--- src/rtl/conv_bcd_bin.sv ---
// rtl/conv_bcd_bin.sv - sequential BCD-to-binary converter (reverse double dabble)
module conv_bcd_bin #(
  parameter int DIGITS = 3,
  parameter int BIN_W  = 10
) (
  input  logic                  clk,
  input  logic                  rst,
  input  logic                  start,
  input  logic [4*DIGITS-1:0]   bcd_in,
  output logic                  busy,
  output logic                  done,
  output logic                  err,
  output logic [BIN_W-1:0]      bin_out
);

  localparam int BCD_W = 4 * DIGITS;
  localparam int CNT_W = $clog2(BIN_W + 1);
  localparam logic [CNT_W-1:0] LAST_CNT = CNT_W'(BIN_W - 1);
  localparam longint MAX_BCD = longint'(10 ** DIGITS) - 1;
  localparam longint BIN_SPAN = longint'(1) << BIN_W;

  generate
    if (BIN_SPAN <= MAX_BCD) begin : g_param_check
      $error("conv_bcd_bin: BIN_W too small for DIGITS");
    end
  endgenerate

  typedef enum logic [1:0] {
    IDLE = 2'd0,
    CONV = 2'd1,
    DONE = 2'd2
  } state_t;

  state_t               state, state_nxt;
  logic [BCD_W-1:0]     bcd_r, bcd_nxt;
  logic [BIN_W-1:0]     bin_r, bin_nxt;
  logic [CNT_W-1:0]     cnt, cnt_nxt;
  logic [BIN_W-1:0]     bin_out_nxt;
  logic                 err_nxt;

  logic [BCD_W+BIN_W-1:0] shifted;
  logic [BCD_W-1:0]       bcd_sh, bcd_cor;
  logic [BIN_W-1:0]       bin_sh;
  logic                   bad_digit;

  // One reverse-dabble step: shift right, then pull every digit >= 8 back by 3.
  assign shifted = {bcd_r, bin_r} >> 1;
  assign bcd_sh  = shifted[BCD_W+BIN_W-1:BIN_W];
  assign bin_sh  = shifted[BIN_W-1:0];

  always_comb begin
    bcd_cor = bcd_sh;
    for (int i = 0; i < DIGITS; i++) begin
      if (bcd_sh[4*i +: 4] >= 4'd8) bcd_cor[4*i +: 4] = bcd_sh[4*i +: 4] - 4'd3;
    end
  end

  always_comb begin
    bad_digit = 1'b0;
    for (int i = 0; i < DIGITS; i++) begin
      if (bcd_in[4*i +: 4] > 4'd9) bad_digit = 1'b1;
    end
  end

  assign busy = (state == CONV);
  assign done = (state == DONE);

  always_comb begin
    state_nxt   = state;
    bcd_nxt     = bcd_r;
    bin_nxt     = bin_r;
    cnt_nxt     = cnt;
    bin_out_nxt = bin_out;
    err_nxt     = err;
    case (state)
      IDLE: begin
        if (start) begin
          if (bad_digit) begin
            state_nxt   = DONE;
            err_nxt     = 1'b1;
            bin_out_nxt = '0;
          end else begin
            state_nxt = CONV;
            bcd_nxt   = bcd_in;
            bin_nxt   = '0;
            cnt_nxt   = '0;
          end
        end
      end
      CONV: begin
        bcd_nxt = bcd_cor;
        bin_nxt = bin_sh;
        cnt_nxt = cnt + 1'b1;
        if (cnt == LAST_CNT) begin
          state_nxt   = DONE;
          bin_out_nxt = bin_sh;
          err_nxt     = 1'b0;
        end
      end
      DONE:    state_nxt = IDLE;
      default: state_nxt = IDLE;
    endcase
  end

  always_ff @(posedge clk) begin
    if (rst) begin
      state   <= IDLE;
      bcd_r   <= '0;
      bin_r   <= '0;
      cnt     <= '0;
      bin_out <= '0;
      err     <= 1'b0;
    end else begin
      state   <= state_nxt;
      bcd_r   <= bcd_nxt;
      bin_r   <= bin_nxt;
      cnt     <= cnt_nxt;
      bin_out <= bin_out_nxt;
      err     <= err_nxt;
    end
  end

endmodule

--- config.mk ---
export PLATFORM = sky130hd
export DESIGN_NAME = conv_bcd_bin
export DESIGN_NICKNAME = d
export VERILOG_FILES = /design/src/rtl/conv_bcd_bin.sv
export SDC_FILE = /design/constraint.sdc
export NUM_CORES = 1
export LEC_CHECK = 0
export ABC_AREA = 1
export CAP_MARGIN = 30
export CORE_MARGIN = 1.5
export CORE_UTILIZATION = 45
export DETAILED_ROUTE_END_ITERATION = 10
export PLACE_DENSITY = 0.68
export SLEW_MARGIN = 25
export SYNTH_ARGS = -nofsm -noshare
export SYNTH_HDL_FRONTEND = slang
export SYNTH_SLANG_ARGS = --single-unit
--- constraint.sdc ---
create_clock -name clk -period 3.45 [get_ports clk]
set_input_delay 0.69 -clock clk [delete_from_list [all_inputs] [get_ports clk]]
set_output_delay 0.69 -clock clk [all_outputs]
set_load 0.05 [all_outputs]
==> flow_summary.ini, run 1 <==
[run_status]
outcome = completed

[floorplan]
rows = 23
io_pins = 28
start_util_pct = 47.08
coreArea_mm2 = 0.004029
die_w_um = 67.93
design.die.area_mm2 = 0.004614
fp.dieH_um = 67.93

[detailed_routing]
routed_via_density = 4.991
wl_per_cell_um = 11.99
drt_pass1_iterations = 4
drc = 0
wl_um = 4150
num_vias = 1727
drtIter0Drc = 127
drtAntennaViolNets = 0

[power_and_ir_drop]
cellLeakagePower_nw = 0.9567
swShare_pct = 30.42
pwr-share-clk_pct = 37.4
p_seq_share_pct = 40.3
power_density_mw_per_mm2 = 535.8
vdd.ir_drop.worst_mv = 0.3651
combinationalPowerShare_pct = 22.3
p_int_mw = 0.8545
power_mw = 1.228
switchingPower_mw = 0.3737

[sta]
clock_skew_ns = 0.003430
slew_viol_final = 0
slew_headroom_pct = 63.31
setup_viol = 0
min_period_ns = 2.431
max_freq_mhz = 411.4
finalWorstSetupSlack_ns = 1.019
worst_pin_slew_ns = 0.5497
fin_tns_setup_ns = 0
finalHoldViolCount = 0
rsz0062_at_grt = false
post-route-period-util_pct = 70.45

[clocking]
hold_buffers = 0
clk_latency_ns = 0.29
htree_levels = 2
clock_path_buffers = 2
clkTransAtPathRegs_ns = 0.08
cts_resized = 0
cts_tree = done
clock_sinks = 38
root_buffer = clkbuf_8
cts_buffers = 5
post_cts_buffers = 0

[yosys]
ys_seq_elements = 38
synthCells = 272
synth-seq-area-share_pct = 40.11
yosysWarningCount = 0
synth_fp_nets = 293
avgSynthCellArea_um2 = 6.974
synth.cell_area_mm2 = 0.001897
ys_types = 25

[cells_and_area]
fin_nets = 316
diodes = 0
fill_cells = 412
syn_to_final_growth_pct = 20.84
final_cells = 346
layout-drive-gt1-share_pct = 7.432

[worst_setup_path]
slowest_delay_ns = 0.82
slowest_stage = clkdlybuf4s50_1
worstSetupPathType = reg -> out
endpoint_kind = output pin
crit_buf_inv = 2
crit_fanout = 4
crit_family = buffers and inverters
crit_required_ns = 2.76
crit_chain = inv_1 -> nor2_1 -> clkdlybuf4s50_1
arrival_ns = 1.74
start_kind = flip-flop

[place]
hpwl_um = 2692
placed_cells = 338
pre_cts_ws_ns = 1.001
gp_congestion = 0.7565
numPortBuffers = 27

[global_routing]
grt_max_degree = 28
grt_antenna_before_repair = 0
grt_pass1_wl_um = 6941
grt.total_usage_pct = 19.93
grt_remaining_overflow = 0
grt_pass1_vias = 1522

[flow_run]
max_cap_viol_count = 0

[hold_path]
hp-class = reg -> reg
-- cells in the mapped netlist --
master	number	area share [%]
nand2_1	72	14
nor2_1	40	7.9
dfxtp_1	38	40
a21oi_1	30	7.9
nand3_1	28	7.4
inv_1	17	3.4
ha_1	6	4.0
clkbuf_1	5	0.99
o21ai_0	5	1.3
a21boi_0	4	1.6
buf_2	3	0.79
buf_6	3	1.8
inv_2	3	0.59
o21ai_1	3	0.79
or2_2	3	0.99
buf_4	2	0.79
xor2_1	2	0.92
buf_8	1	0.79
nand2_2	1	0.33
nand2_4	1	0.59
nand2_8	1	1.1
nand3b_1	1	0.40
nand4_1	1	0.33
nor2_4	1	0.59
o21ai_2	1	0.46
-- stage by stage --
stage          utilization, %  hold WS (ns)  area (µm²)
2_1_floorplan               -        0.4333        1897
3_3_place_gp            53.48        0.4493        2155
3_5_place_dp            53.48        0.4542        2155
4_1_cts                 56.89        0.4663        2292
5_1_grt                 56.89        0.4896        2292
6_report                56.89        0.4657        2292
-- layout by cell type, fill, tap and decap left out --
cell	count
o21ai_1	3
nor2_1	40
nand2_1	72
nor2_4	1
o21ai_2	1
clkbuf_8	5
nand4_1	1
a21oi_1	30
inv_1	17
nand2_8	1
nand2_2	1
clkinv_4	1
xor2_1	2
o21ai_0	5
nand3_1	28
or2_2	3
ha_1	6
nand3b_1	1
nand2_4	1
dfxtp_1	38
bufinv_16	2
buf_4	3
inv_2	3
a21boi_0	4
clkdlybuf4s50_1	27
-- path summary, 6_finish.rpt --
path / cells past startpoint / startpoint / slack [ns] / end
min reg2reg: 2 / bin_r[1] / 0.47 / bin_r[1]
max reg2reg: 6 / state[1] / 1.71 / err
max: 3 / state[1] / 1.02 / done
min: 2 / bin_r[1] / 0.47 / bin_r[1]
-- final cells by class --
type,instances,area (µm²),share of cell area (%)
Inverter,20,75.07,3.275
Clock buffer,5,68.82,3.002
Sequential cell,38,760.7,33.19
Clock inverter,3,68.82,3.002
Timing Repair Buffer,30,292.8,12.77
Tap cell,50,62.56,2.729
Multi-Input combinational cell,200,963.4,42.03
-- worst min-delay path, cell delays in order, from the launching register on --
cell     delay (ns)
dfxtp_1        0.31
nand2_1        0.06
a21oi_1        0.05
-- logic make-up after synthesis --
logic type,synth area share (%)
simple gates,33.84
buf+inv,9.102
fa+ha+maj,3.958
flops,40.11
xor+xnor,0.9237
compound gates,12.07
-- routing by layer --
layer  wire [µm]  vias to the layer above  track usage [%]
met5           0                        -                0
met4          29                        0            6.750
met3         142                        2            3.947
met2        1946                       30            32.16
met1        2031                      786            26.55
li1            -                      909                -
-- flip-flops by register name, indices dropped and copies added (netlist names) --
| register | count |
|---|---|
| bcd_r | 12 |
| bin_out | 10 |
| bin_r | 9 |
| cnt | 4 |
| err | 1 |
| state | 2 |
-- power groups by stage --
stage               Sequential (mW)  Clock [mW]  Combinational (mW)
CTS                           0.495       0.464               0.275
detailed placement            0.506           0               0.273
floorplan                     0.549           0               0.161
finish                        0.495       0.459               0.274
global route                  0.501       0.480               0.304
global placement              0.505           0               0.270
Note: power is estimated with default switching activity, not from simulation.
==> run 2: changes to the inputs <==
Settings changed: PLACE_DENSITY 0.68 to 0.71.
Clock period 3.45 ns to 2.1 ns, I/O delays scaled along.
==> run 2 against run 1 <==
Against the previous run: via count increased by 0.35%; setup slack worse by 0.78 ns; die area unchanged; non-clock buffer count is 3 higher; global-route usage is 0.49 points lower; first-iteration DRC count shrank 20%; clock skew increased by 0.0024 ns; largest power group unchanged; combinational power is 67% higher; clock power increased by 68%.
==> flow_summary.ini, run 2 (synthesis results as in run 1) <==
[run_status]
outcome = completed

[clocking]
cts_buffers = 5
post_cts_buffers = 0
htree_levels = 2
cts_resized = 0
clkTransAtPathRegs_ns = 0.07
clk_latency_ns = 0.29
clock_path_buffers = 2
hold_buffers = 0
root_buffer = clkbuf_8
cts_tree = done
clock_sinks = 38

[worst_setup_path]
endpoint_kind = output pin
crit_chain = clkdlybuf4s50_1
crit_buf_inv = 1
slowest_stage = clkdlybuf4s50_1
start_kind = flip-flop
arrival_ns = 1.44
crit_family = buffers and inverters
crit_fanout = 2
slowest_delay_ns = 0.81
worstSetupPathType = reg -> out
crit_required_ns = 1.68

[place]
hpwl_um = 2781
pre_cts_ws_ns = 0.07331
numPortBuffers = 27
placed_cells = 341
gp_congestion = 0.7558

[cells_and_area]
largest_reg_flops = 12
diodes = 0
layout-drive-gt1-share_pct = 9.030
syn_to_final_growth_pct = 22.69
final_cells = 349
fill_cells = 382
largest-register = bcd_r
final_common_cell = nand2_1
top_regs = bcd_r (12), bin_out (10), bin_r (9)
fin_nets = 319
final_cell_mix = nand2_1 (72), nor2_1 (40), dfxtp_1 (38)

[floorplan]
die_w_um = 67.93
start_util_pct = 47.08
fp.dieH_um = 67.93
design.die.area_mm2 = 0.004614
rows = 23
io_pins = 28
coreArea_mm2 = 0.004029

[global_routing]
grt.busiest_layer = met2
grt_use_met1_pct = 25.20
grt.total_usage_pct = 19.44
grt_antenna_before_repair = 0
grt_util_met3_pct = 5.428
use_met2_pct = 32.04
grt_pass1_vias = 1496
grt_pass1_wl_um = 6720
grt_max_degree = 23
grt_remaining_overflow = 0

[sta]
finalHoldViolCount = 0
fin_tns_setup_ns = 0
clock_skew_ns = 0.005845
min_period_ns = 1.860
slew_viol_final = 0
post-route-period-util_pct = 88.59
rsz0062_at_grt = false
finalWorstSetupSlack_ns = 0.2396
max_freq_mhz = 537.5
worst_pin_slew_ns = 0.5534
setup_viol = 0
slew_headroom_pct = 63.07

[detailed_routing]
drtIter0Drc = 101
drc = 0
num_vias = 1733
routed_via_density = 4.966
wl_per_cell_um = 11.74
drtAntennaViolNets = 0
drt_pass1_iterations = 5
wl_um = 4096

[power_and_ir_drop]
power_density_mw_per_mm2 = 877.4
vdd.ir_drop.worst_mv = 0.3521
cellLeakagePower_nw = 0.9810

[flow_run]
max_cap_viol_count = 0

[hold_path]
hp-class = reg -> reg
[run 2: cell count changes in the layout (fill, tap and decap cells not counted), sizes merged]
cell,change
clkbuf,+1
clkinv,-1
clkdlybuf4s50,-2
buf,+5
[run 2: layer usage]
| metal | routed length (µm) | part of all wire [%] |
|---|---|---|
| met1 | 2057 | 50 |
| met2 | 1890 | 46 |
| met3 | 123 | 3.0 |
| met4 | 23 | 0.56 |
| met5 | 0 | 0 |
[run 2: per-stage QoR]
stage | area [µm²] | power [mW] | util (%) | hold slack [ns]
finish | 2327 | 2.042 | 57.76 | 0.4628
global route | 2327 | 2.149 | 57.76 | 0.4828
CTS | 2327 | 2.056 | 57.76 | 0.4660
detailed placement | 2185 | 1.288 | 54.22 | 0.4536
global placement | 2185 | 1.284 | 54.22 | 0.4479
floorplan | 1897 | 1.167 | - | 0.4333
[run 2: final cells by class]
| cell class | instances | area, µm² | share of cell area (%) |
|---|---|---|---|
| clock buffer | 6 | 82.58 | 3.548 |
| clock inverter | 2 | 60.06 | 2.581 |
| inverter | 20 | 75.07 | 3.226 |
| multi-input combinational | 200 | 963.4 | 41.40 |
| sequential | 38 | 760.7 | 32.69 |
| tap | 50 | 62.56 | 2.688 |
| timing repair buffer | 33 | 322.8 | 13.87 |
[run 2: power breakdown]
part           leakage, nW  switching [mW]  total [mW]  internal (mW)
Clock               0.0714           0.263       0.770          0.507
Combinational        0.599           0.293       0.458          0.165
Sequential           0.310          0.0425       0.814          0.771
[run 2: worst paths after layout]
kind / from / end / slack [ns] / cells after the start
setup / recovery: bin_out[0] / bin_out[0] / 0.24 / 1
setup reg to reg: state[0] / bcd_r[7] / 0.55 / 7
hold / removal: bin_r[1] / bin_r[1] / 0.46 / 2
hold reg to reg: bin_r[1] / bin_r[1] / 0.46 / 2
